**config.mk**
```make
export PLATFORM = sky130hd
export DESIGN_NAME = seven_segment_scanner
export DESIGN_NICKNAME = d
export VERILOG_FILES = /design/src/rtl/seven_segment_scanner.sv
export SDC_FILE = /design/constraint.sdc
export NUM_CORES = 1
export LEC_CHECK = 0
export CORE_MARGIN = 2
export CORE_UTILIZATION = 50
export DETAILED_ROUTE_END_ITERATION = 12
export HOLD_SLACK_MARGIN = 0.08
export PLACE_DENSITY_LB_ADDON = 0.12
export SLEW_MARGIN = 20
export SYNTH_ARGS = -nofsm -noshare
export SYNTH_HDL_FRONTEND = slang
export SYNTH_SLANG_ARGS = --single-unit
export TNS_END_PERCENT = 10
```
**constraint.sdc**
```tcl
create_clock -name clk -period 5 [get_ports clk]
set_input_delay 0.75 -clock clk [delete_from_list [all_inputs] [get_ports clk]]
set_output_delay 0.75 -clock clk [all_outputs]
set_load 0.05 [all_outputs]
```
**src/rtl/seven_segment_scanner.sv**
```systemverilog
// Time-multiplexed driver for a BCD mm:ss seven-segment display. The digit
// values are latched once per frame, and each slot opens with an all-off guard.
module seven_segment_scanner #(
  parameter int NUMBER_OF_DIGITS            = 4,
  parameter int NUMBER_OF_BITS_PER_DIGIT    = 4,
  parameter int BOARD_CLOCK_FREQUENCY_IN_HZ = 100_000_000,
  parameter int DIGIT_RATE_IN_HZ            = 1000,
  parameter int GUARD_CYCLES                = 1000,
  parameter int BLANK_LEADING_ZERO          = 1
) (
  input  logic                                                 clk,
  input  logic                                                 rst,
  input  logic [NUMBER_OF_DIGITS*NUMBER_OF_BITS_PER_DIGIT-1:0] number,
  output logic [6:0]                                           segments,
  output logic                                                 dp,
  output logic [NUMBER_OF_DIGITS-1:0]                          anodes
);

  localparam int DIVIDE     = BOARD_CLOCK_FREQUENCY_IN_HZ / DIGIT_RATE_IN_HZ;
  localparam int PW         = (DIVIDE > 1) ? $clog2(DIVIDE) : 1;
  localparam int IW         = (NUMBER_OF_DIGITS > 1) ? $clog2(NUMBER_OF_DIGITS) : 1;
  localparam int BW         = NUMBER_OF_BITS_PER_DIGIT;
  localparam int LEAD_DIGIT = 3;
  localparam int DP_DIGIT   = 2;

  logic [PW-1:0]                  prescaler;
  logic [IW-1:0]                  index;
  logic [NUMBER_OF_DIGITS*BW-1:0] snapshot;
  logic                           slot_tick;
  logic                           frame_tick;

  assign slot_tick  = (prescaler == PW'(DIVIDE - 1));
  assign frame_tick = slot_tick && (index == IW'(NUMBER_OF_DIGITS - 1));

  // NOTE: state registers use non-blocking assignments so every flop samples
  // pre-edge values; blocking here would chain prescaler into index in one edge.
  always_ff @(posedge clk or negedge rst) begin
    if (!rst) begin
      prescaler <= '0;
      index     <= '0;
      snapshot  <= '0;
    end else begin
      prescaler <= slot_tick ? '0 : prescaler + PW'(1);
      if (slot_tick) index <= frame_tick ? '0 : index + IW'(1);
      // Latching only at the frame boundary keeps a whole frame self-consistent.
      if (frame_tick) snapshot <= number;
    end
  end

  logic [BW-1:0]               digit_value;
  logic [6:0]                  lit;
  logic                        guard;
  logic                        blank;
  logic [6:0]                  segments_next;
  logic                        dp_next;
  logic [NUMBER_OF_DIGITS-1:0] anodes_next;

  // NOTE: every always_comb output gets a default first, so no path can
  // leave a signal unassigned and infer a latch.
  always_comb begin
    digit_value   = snapshot[int'(index)*BW +: BW];
    lit           = 7'b100_0000;
    guard         = int'(prescaler) < GUARD_CYCLES;
    blank         = (BLANK_LEADING_ZERO != 0) && (int'(index) == LEAD_DIGIT) &&
                    (digit_value == '0);
    segments_next = 7'h7F;
    dp_next       = 1'b1;
    anodes_next   = '1;

    // Lit pattern, active-high, bit0 = a ... bit6 = g; non-BCD falls to a dash.
    case (int'(digit_value))
      0:       lit = 7'b011_1111;
      1:       lit = 7'b000_0110;
      2:       lit = 7'b101_1011;
      3:       lit = 7'b100_1111;
      4:       lit = 7'b110_0110;
      5:       lit = 7'b110_1101;
      6:       lit = 7'b111_1101;
      7:       lit = 7'b000_0111;
      8:       lit = 7'b111_1111;
      9:       lit = 7'b110_1111;
      default: lit = 7'b100_0000;
    endcase

    if (!guard) begin
      anodes_next   = ~(NUMBER_OF_DIGITS'(1) << index);
      segments_next = blank ? 7'h7F : ~lit;
      dp_next       = !(int'(index) == DP_DIGIT);
    end
  end

  always_ff @(posedge clk or negedge rst) begin
    if (!rst) begin
      segments <= 7'h7F;
      dp       <= 1'b1;
      anodes   <= '1;
    end else begin
      segments <= segments_next;
      dp       <= dp_next;
      anodes   <= anodes_next;
    end
  end

endmodule

```
After elaboration in Yosys (flattened, before gate mapping)
Memories as Yosys holds them, arrays and structs flattened.
Cells that the tools add are included.
{"block": "word_totals", "ff_bits": 47, "romBits": 112, "input_bits": 18, "output_inout_bits": 12, "elab_cells": 28, "memories": 1}
{"block": "op_classes", "n_addsub": 2, "order_cmp": 1, "n_eq_ne": 4, "shifts": 2, "mux": 6, "bitwise_logic": 2, "n_reduce_logical": 4}
{"name": "(name not given)", "depth": 16, "word_bits": 7, "read_ports": 1, "rd_ports_with_merged_regs": 0, "write_ports": 0, "line": "71", "rtl": "case (int'(digit_value))"}
{"op": "$add A17 B1 Y17 const B", "count": 1}
{"op": "$eq A17 B17 Y1 const B", "count": 1}
{"op": "$lt A17 B10 Y1 const B", "count": 1}
{"op": "$mux W17", "count": 1}
{"op": "$shiftx A16 B5 Y4", "count": 1}
{"op": "$mux W7", "count": 2}
{"op": "$not A7 Y7", "count": 1}
{"op": "$eq A2 B2 Y1 const B", "count": 2}
{"op": "$logic_not A4 Y1", "count": 1}
{"op": "$mux W4", "count": 1}
{"op": "$not A4 Y4", "count": 1}
{"op": "$shl A1 B2 Y4 const A", "count": 1}
{"op": "$add A2 B1 Y2 const B", "count": 1}
{"op": "$eq A2 B1 Y1 const B", "count": 1}
{"op": "$logic_and A1 B1 Y1", "count": 2}
{"op": "$mux W2", "count": 1}
{"op": "$logic_not A1 Y1", "count": 1}
{"op": "$mux W1", "count": 1}

Logic depth before layout (Yosys ltp)
{"block": "logic_depth", "ltp_word": 5, "mapped_depth": 7, "mapped_depth_nobuf": 6}

Least setup slack after synthesis
No wires, ideal clock.
{"block": "synth_path", "path_type": "register -> register", "start": "register index[0]", "end": "register segments[5]", "setup_ns": 0.079, "arrival_ns": 2.032, "required_ns": 4.921, "path_slack_ns": 2.890, "path_stages_with_launch": 8, "path_buffers": 1, "synth_period_minus_slack_ns": 2.110, "path_cell_list": "dfrtp_1 -> clkbuf_1 -> mux4_2 -> inv_1 -> ha_1 -> nand2_1 -> o311a_1 -> o21ai_0"}
{"block": "synth_between", "elab_chain_len": 5, "word_cells_on_any_way": 8, "cone_classes": "eq/ne: 1; shift: 1; mux: 2; bitwise: 1; reduce/logical: 2; memory: 1"}
{"element": "from (decl)", "line": "27", "rtl": "logic [IW-1:0] index;"}
{"element": "from (signal assigned)", "line": "44", "rtl": "if (slot_tick) index <= frame_tick ? '0 : index + IW'(1);"}
{"element": "$shiftx A16 B5 Y4", "line": "61", "rtl": "digit_value = snapshot[int'(index)*BW +: BW];"}
{"element": "$mem_v2 Z16 W7 or $logic_not A4 Y1 (tied branches)"}
{"element": "$not A7 Y7 or $logic_and A1 B1 Y1 (tied branches)", "line": "87, 64"}
{"element": "$mux W7 (*)", "line": "87", "rtl": "segments_next = blank ? 7'h7F : ~lit;"}
{"element": "$mux W7 (*)", "line": "85", "rtl": "if (!guard) begin"}
{"element": "via segments_next[5]", "line": "54", "rtl": "logic [6:0] segments_next;"}
{"element": "to (signal assigned)", "line": "98", "rtl": "segments <= segments_next;"}
{"element": "to (decl)", "line": "14", "rtl": "output logic [6:0] segments,"}
The timed path passes the listed nets; every way through them passes the cells marked *.
A chain may end at the register's enable or synchronous reset.

Final worst setup path
{"block": "layout_path", "start": "register prescaler[0]", "end": "register snapshot[13]"}
{"block": "layout_between", "elab_chain_len": 2}
{"element": "from (decl)", "line": "26", "rtl": "logic [PW-1:0] prescaler;"}
{"element": "from (signal assigned)", "line": "43", "rtl": "prescaler <= slot_tick ? '0 : prescaler + PW'(1);"}
{"element": "$eq A17 B17 Y1", "line": "32", "rtl": "assign slot_tick = (prescaler == PW'(DIVIDE - 1));"}
{"element": "$logic_and A1 B1 Y1", "line": "33", "rtl": "assign frame_tick = slot_tick && (index == IW'(NUMBER_OF_DIGITS - 1));"}
{"element": "to (signal assigned)", "line": "46", "rtl": "if (frame_tick) snapshot <= number;"}
{"element": "to (decl)", "line": "28", "rtl": "logic [NUMBER_OF_DIGITS*BW-1:0] snapshot;"}
No other way between the ends.

==> impl_metrics.csv <==
group,metric,value,unit
yosys,yosysTopAreaCellShare,39.7,%
die,dieArea,0.00496,mm²
worst_setup_path,crit_end,"snapshot[13]",
yosys,syn-num-nets,206,
die,io_pins,30,
placed_design,place_hpwl,2720,µm
yosys,synth_adder_area_share,5.67,%
cells_and_area,drive_gt1_share,22.0,%
route,routed_wl,3660,µm
global_route,grt_usage,16.5,%
run,max-cap-violations,0,
worst_setup_path,reg2reg_depth,5,
sta,final_hold_viol_count,0,
worst_setup_path,cp.required,5.18,ns
global_route,grt_pass1_vias,1433,
sta,worst_pin_slew,0.976,ns
cts,cts_max_level,2,
yosys,syn_avg_cell_area,12.4,µm²
sta,timing.fmax,401,MHz
yosys,synth_seq_area_share,52.8,%
worst_setup_path,end_kind,"flop",
die,die_h,70.4,µm
cells_and_area,finalInstanceArea,0.00265,mm²
sta,finalSetupViolCount,0,
route,via_per_inst,5.43,
pwr,p_total,0.000661,W
cts,clkTransAtPathRegs,0.08,ns
yosys,synth-xor-area-share,5.56,%
die,num_rows,24,
cts,ctsRootBufferMaster,"clkbuf_8",
cts,hold_buffers,0,
yosys,syn_area,0.00221,mm²
sta,period_share,49.9,%
route,first_pass_iters,4,
cells_and_area,antenna_cells,0,
sta,fin_crit,2.49,ns
yosys,ys_seq_elements,46,
global_route,grt_overflow,0,
sta,rsz0062_at_grt,"false",
sta,slew_violations,0,
yosys,synthDistinctLibCells,37,
cells_and_area,regArea,0.00116,mm²
min_path,hold_class,"input port to asynchronous set/reset pin",
yosys,synth_compound_area_share,4.08,%
yosys,synth-simple-area-share,15.4,%
yosys,synthMuxAreaShare,13.2,%
route,avgRoutedWirePerCell,14.0,µm
worst_setup_path,cp-startpoint,"prescaler[0]",
cells_and_area,synthToLayoutAreaGrowth,20.0,%
worst_setup_path,critPathLaunchType,"flop",
cts,cts.repair.resized,0,
yosys,synth_area_leader_cell,"dfrtp_1",
route,drc_errors,0,
worst_setup_path,critical_path.reg2reg.endpoint,"snapshot[13]",
worst_setup_path,path_max_fanout,16,
sta,setup_tns,0,ns
worst_setup_path,critPathKind,"flop to flop",
global_route,grt_pass1_wl,6490,µm
placed_design,placedCellCount,252,
worst_setup_path,timing.rr.start,"prescaler[0]",
global_route,antenna_found_initial,0,
cells_and_area,instances_no_fill,261,
pwr,powerDensity,250,mW/mm²
yosys,synth_warnings,0,
die,start_util,51.4,%
global_route,grt_max_degree,47,
placed_design,dp_slack,2.47,ns
die,core,0.00429,mm²
cts,cts_buffers,5,
placed_design,io_buffers,29,
cts,cts_tree,"yes",
sta,fin_skew,0.00696,ns
cells_and_area,nFillCells,316,
cts,clock_sinks,46,
die,die_w,70.4,µm
run_status,status,"complete, no violations",
sta,finalWorstSetupSlack,2.51,ns
pwr,leakagePower,1.18,nW
sta,slew_headroom,34.4,%
route,postRouteAntennaNets,0,
placed_design,place_area,0.00251,mm²
route,vias,1417,
placed_design,place.gp.congestion,0.859,
cts,clk_path_buf_depth,2,
cts,clk_latency,0.29,ns
worst_setup_path,arrival,2.67,ns
yosys,yosys-top-cells-area,"dfrtp_1 40%, dfstp_2 13%, mux2_2 8.7%, ha_1 5.7%, mux4_2 4.1%",
yosys,synth_top_family_by_area,"simple AND/OR/NAND/NOR gates",
yosys,synthesis.instances,178,
worst_setup_path,regToRegSetupSlack,2.51,ns
cells_and_area,multi_input_area,970,µm²
cts,cts_setup_buffers,0,
pwr,vdd_drop_max,168,µV
cells_and_area,final_nets,236,
route,drtIter0Drc,83,
==> per-stage QoR <==
stage / utilization (%) / hold slack (ns)
global placement: 58.6 / 0.460
CTS: 61.0 / 0.491
finish: 61.7 / 0.435
global route: 61.7 / 0.465
floorplan: - / 0.448
detailed placement: 58.6 / 0.481
==> cell usage after synthesis <==
library cell / number
a21oi_1: 4
and2_1: 1
and3_1: 2
and3_2: 1
and3b_1: 1
and4_1: 4
buf_4: 1
buf_6: 2
clkbuf_1: 4
clkbuf_2: 1
dfrtp_1: 35
dfstp_2: 11
ha_1: 10
inv_1: 6
mux2_2: 17
mux2i_1: 1
mux4_2: 4
nand2_1: 12
nand2_4: 1
nand2b_1: 1
nand3_1: 6
nand4_1: 6
nor2_1: 12
nor2b_1: 2
nor3_1: 2
nor4_4: 2
nor4b_1: 1
o21ai_0: 7
o21bai_1: 1
o311a_1: 1
o311ai_1: 1
o31a_1: 1
or2_0: 1
or3_1: 1
or4_2: 1
xnor2_1: 6
xor2_1: 8
==> placed cells by master (no fill, tap or decap), types with 5 or more instances in the layout <==
cell / netlist / layout
inv_1: 6 / 6
clkbuf_8: 0 / 5
nand3_1: 6 / 6
clkdlybuf4s50_1: 0 / 28
nor2_1: 12 / 12
nand4_1: 6 / 6
xor2_1: 8 / 8
xnor2_1: 6 / 6
nand2_1: 12 / 12
ha_1: 10 / 10
mux2_2: 17 / 17
dfstp_2: 11 / 11
o21ai_0: 7 / 7
dfrtp_1: 35 / 35
==> report_power, final <==
part	switching, W	leakage [nW]	total, W	internal [W]
logic	0.00000855	0.541	0.0000218	0.0000133
clock network	0.000118	0.0524	0.000267	0.000150
registers	0	0.590	0.000372	0.000372
==> cells by family (layout without fill, tap and decap cells) <==
family,count (synthesis),count (layout)
compound gates,15,15
fa+ha+maj,10,10
buf+inv,14,45
mux,22,22
xor+xnor,14,14
simple gates,57,57
flops,46,46
==> state kept, by name, indices dropped and copies added (netlist names) <==
name       cells
prescaler     17
snapshot      16
segments       7
anodes         4
index          2
==> critical path, stage by stage, from the launching register on <==
cell and delay, ns:
dfrtp_1 0.39, ha_1 0.21, and4_1 0.40, nand2_4 0.10
nor4_4 0.85, mux2_2 0.42
==> metal layers <==
layer / global-route usage, % / vias up / part of all wire, %
met5: 0 / - / 0
met4: 6.41 / 0 / 1.3
met3: 3.61 / 5 / 5.3
met2: 26.1 / 33 / 47
met1: 22.2 / 696 / 46
li1: - / 683 / -
==> worst min path at each step <==
stage,slack (ns),end,from
after global placement,0.46,prescaler[0],prescaler[0]
after detailed placement,0.48,prescaler[0],prescaler[0]
final,0.43,prescaler[14],rst
after floorplan,0.45,index[0],rst
after CTS,0.49,prescaler[0],prescaler[0]
after global routing,0.47,prescaler[14],rst
==> layout make-up <==
cell class	count	share of cell area, %
sequential	46	44.0
multi-input combinational	118	36.6
timing repair buffer	31	12.1
clock buffer	7	2.88
tap	52	2.46
clock inverter	1	1.13
inverter	6	0.850
Note: power is estimated with default switching activity, not from simulation.
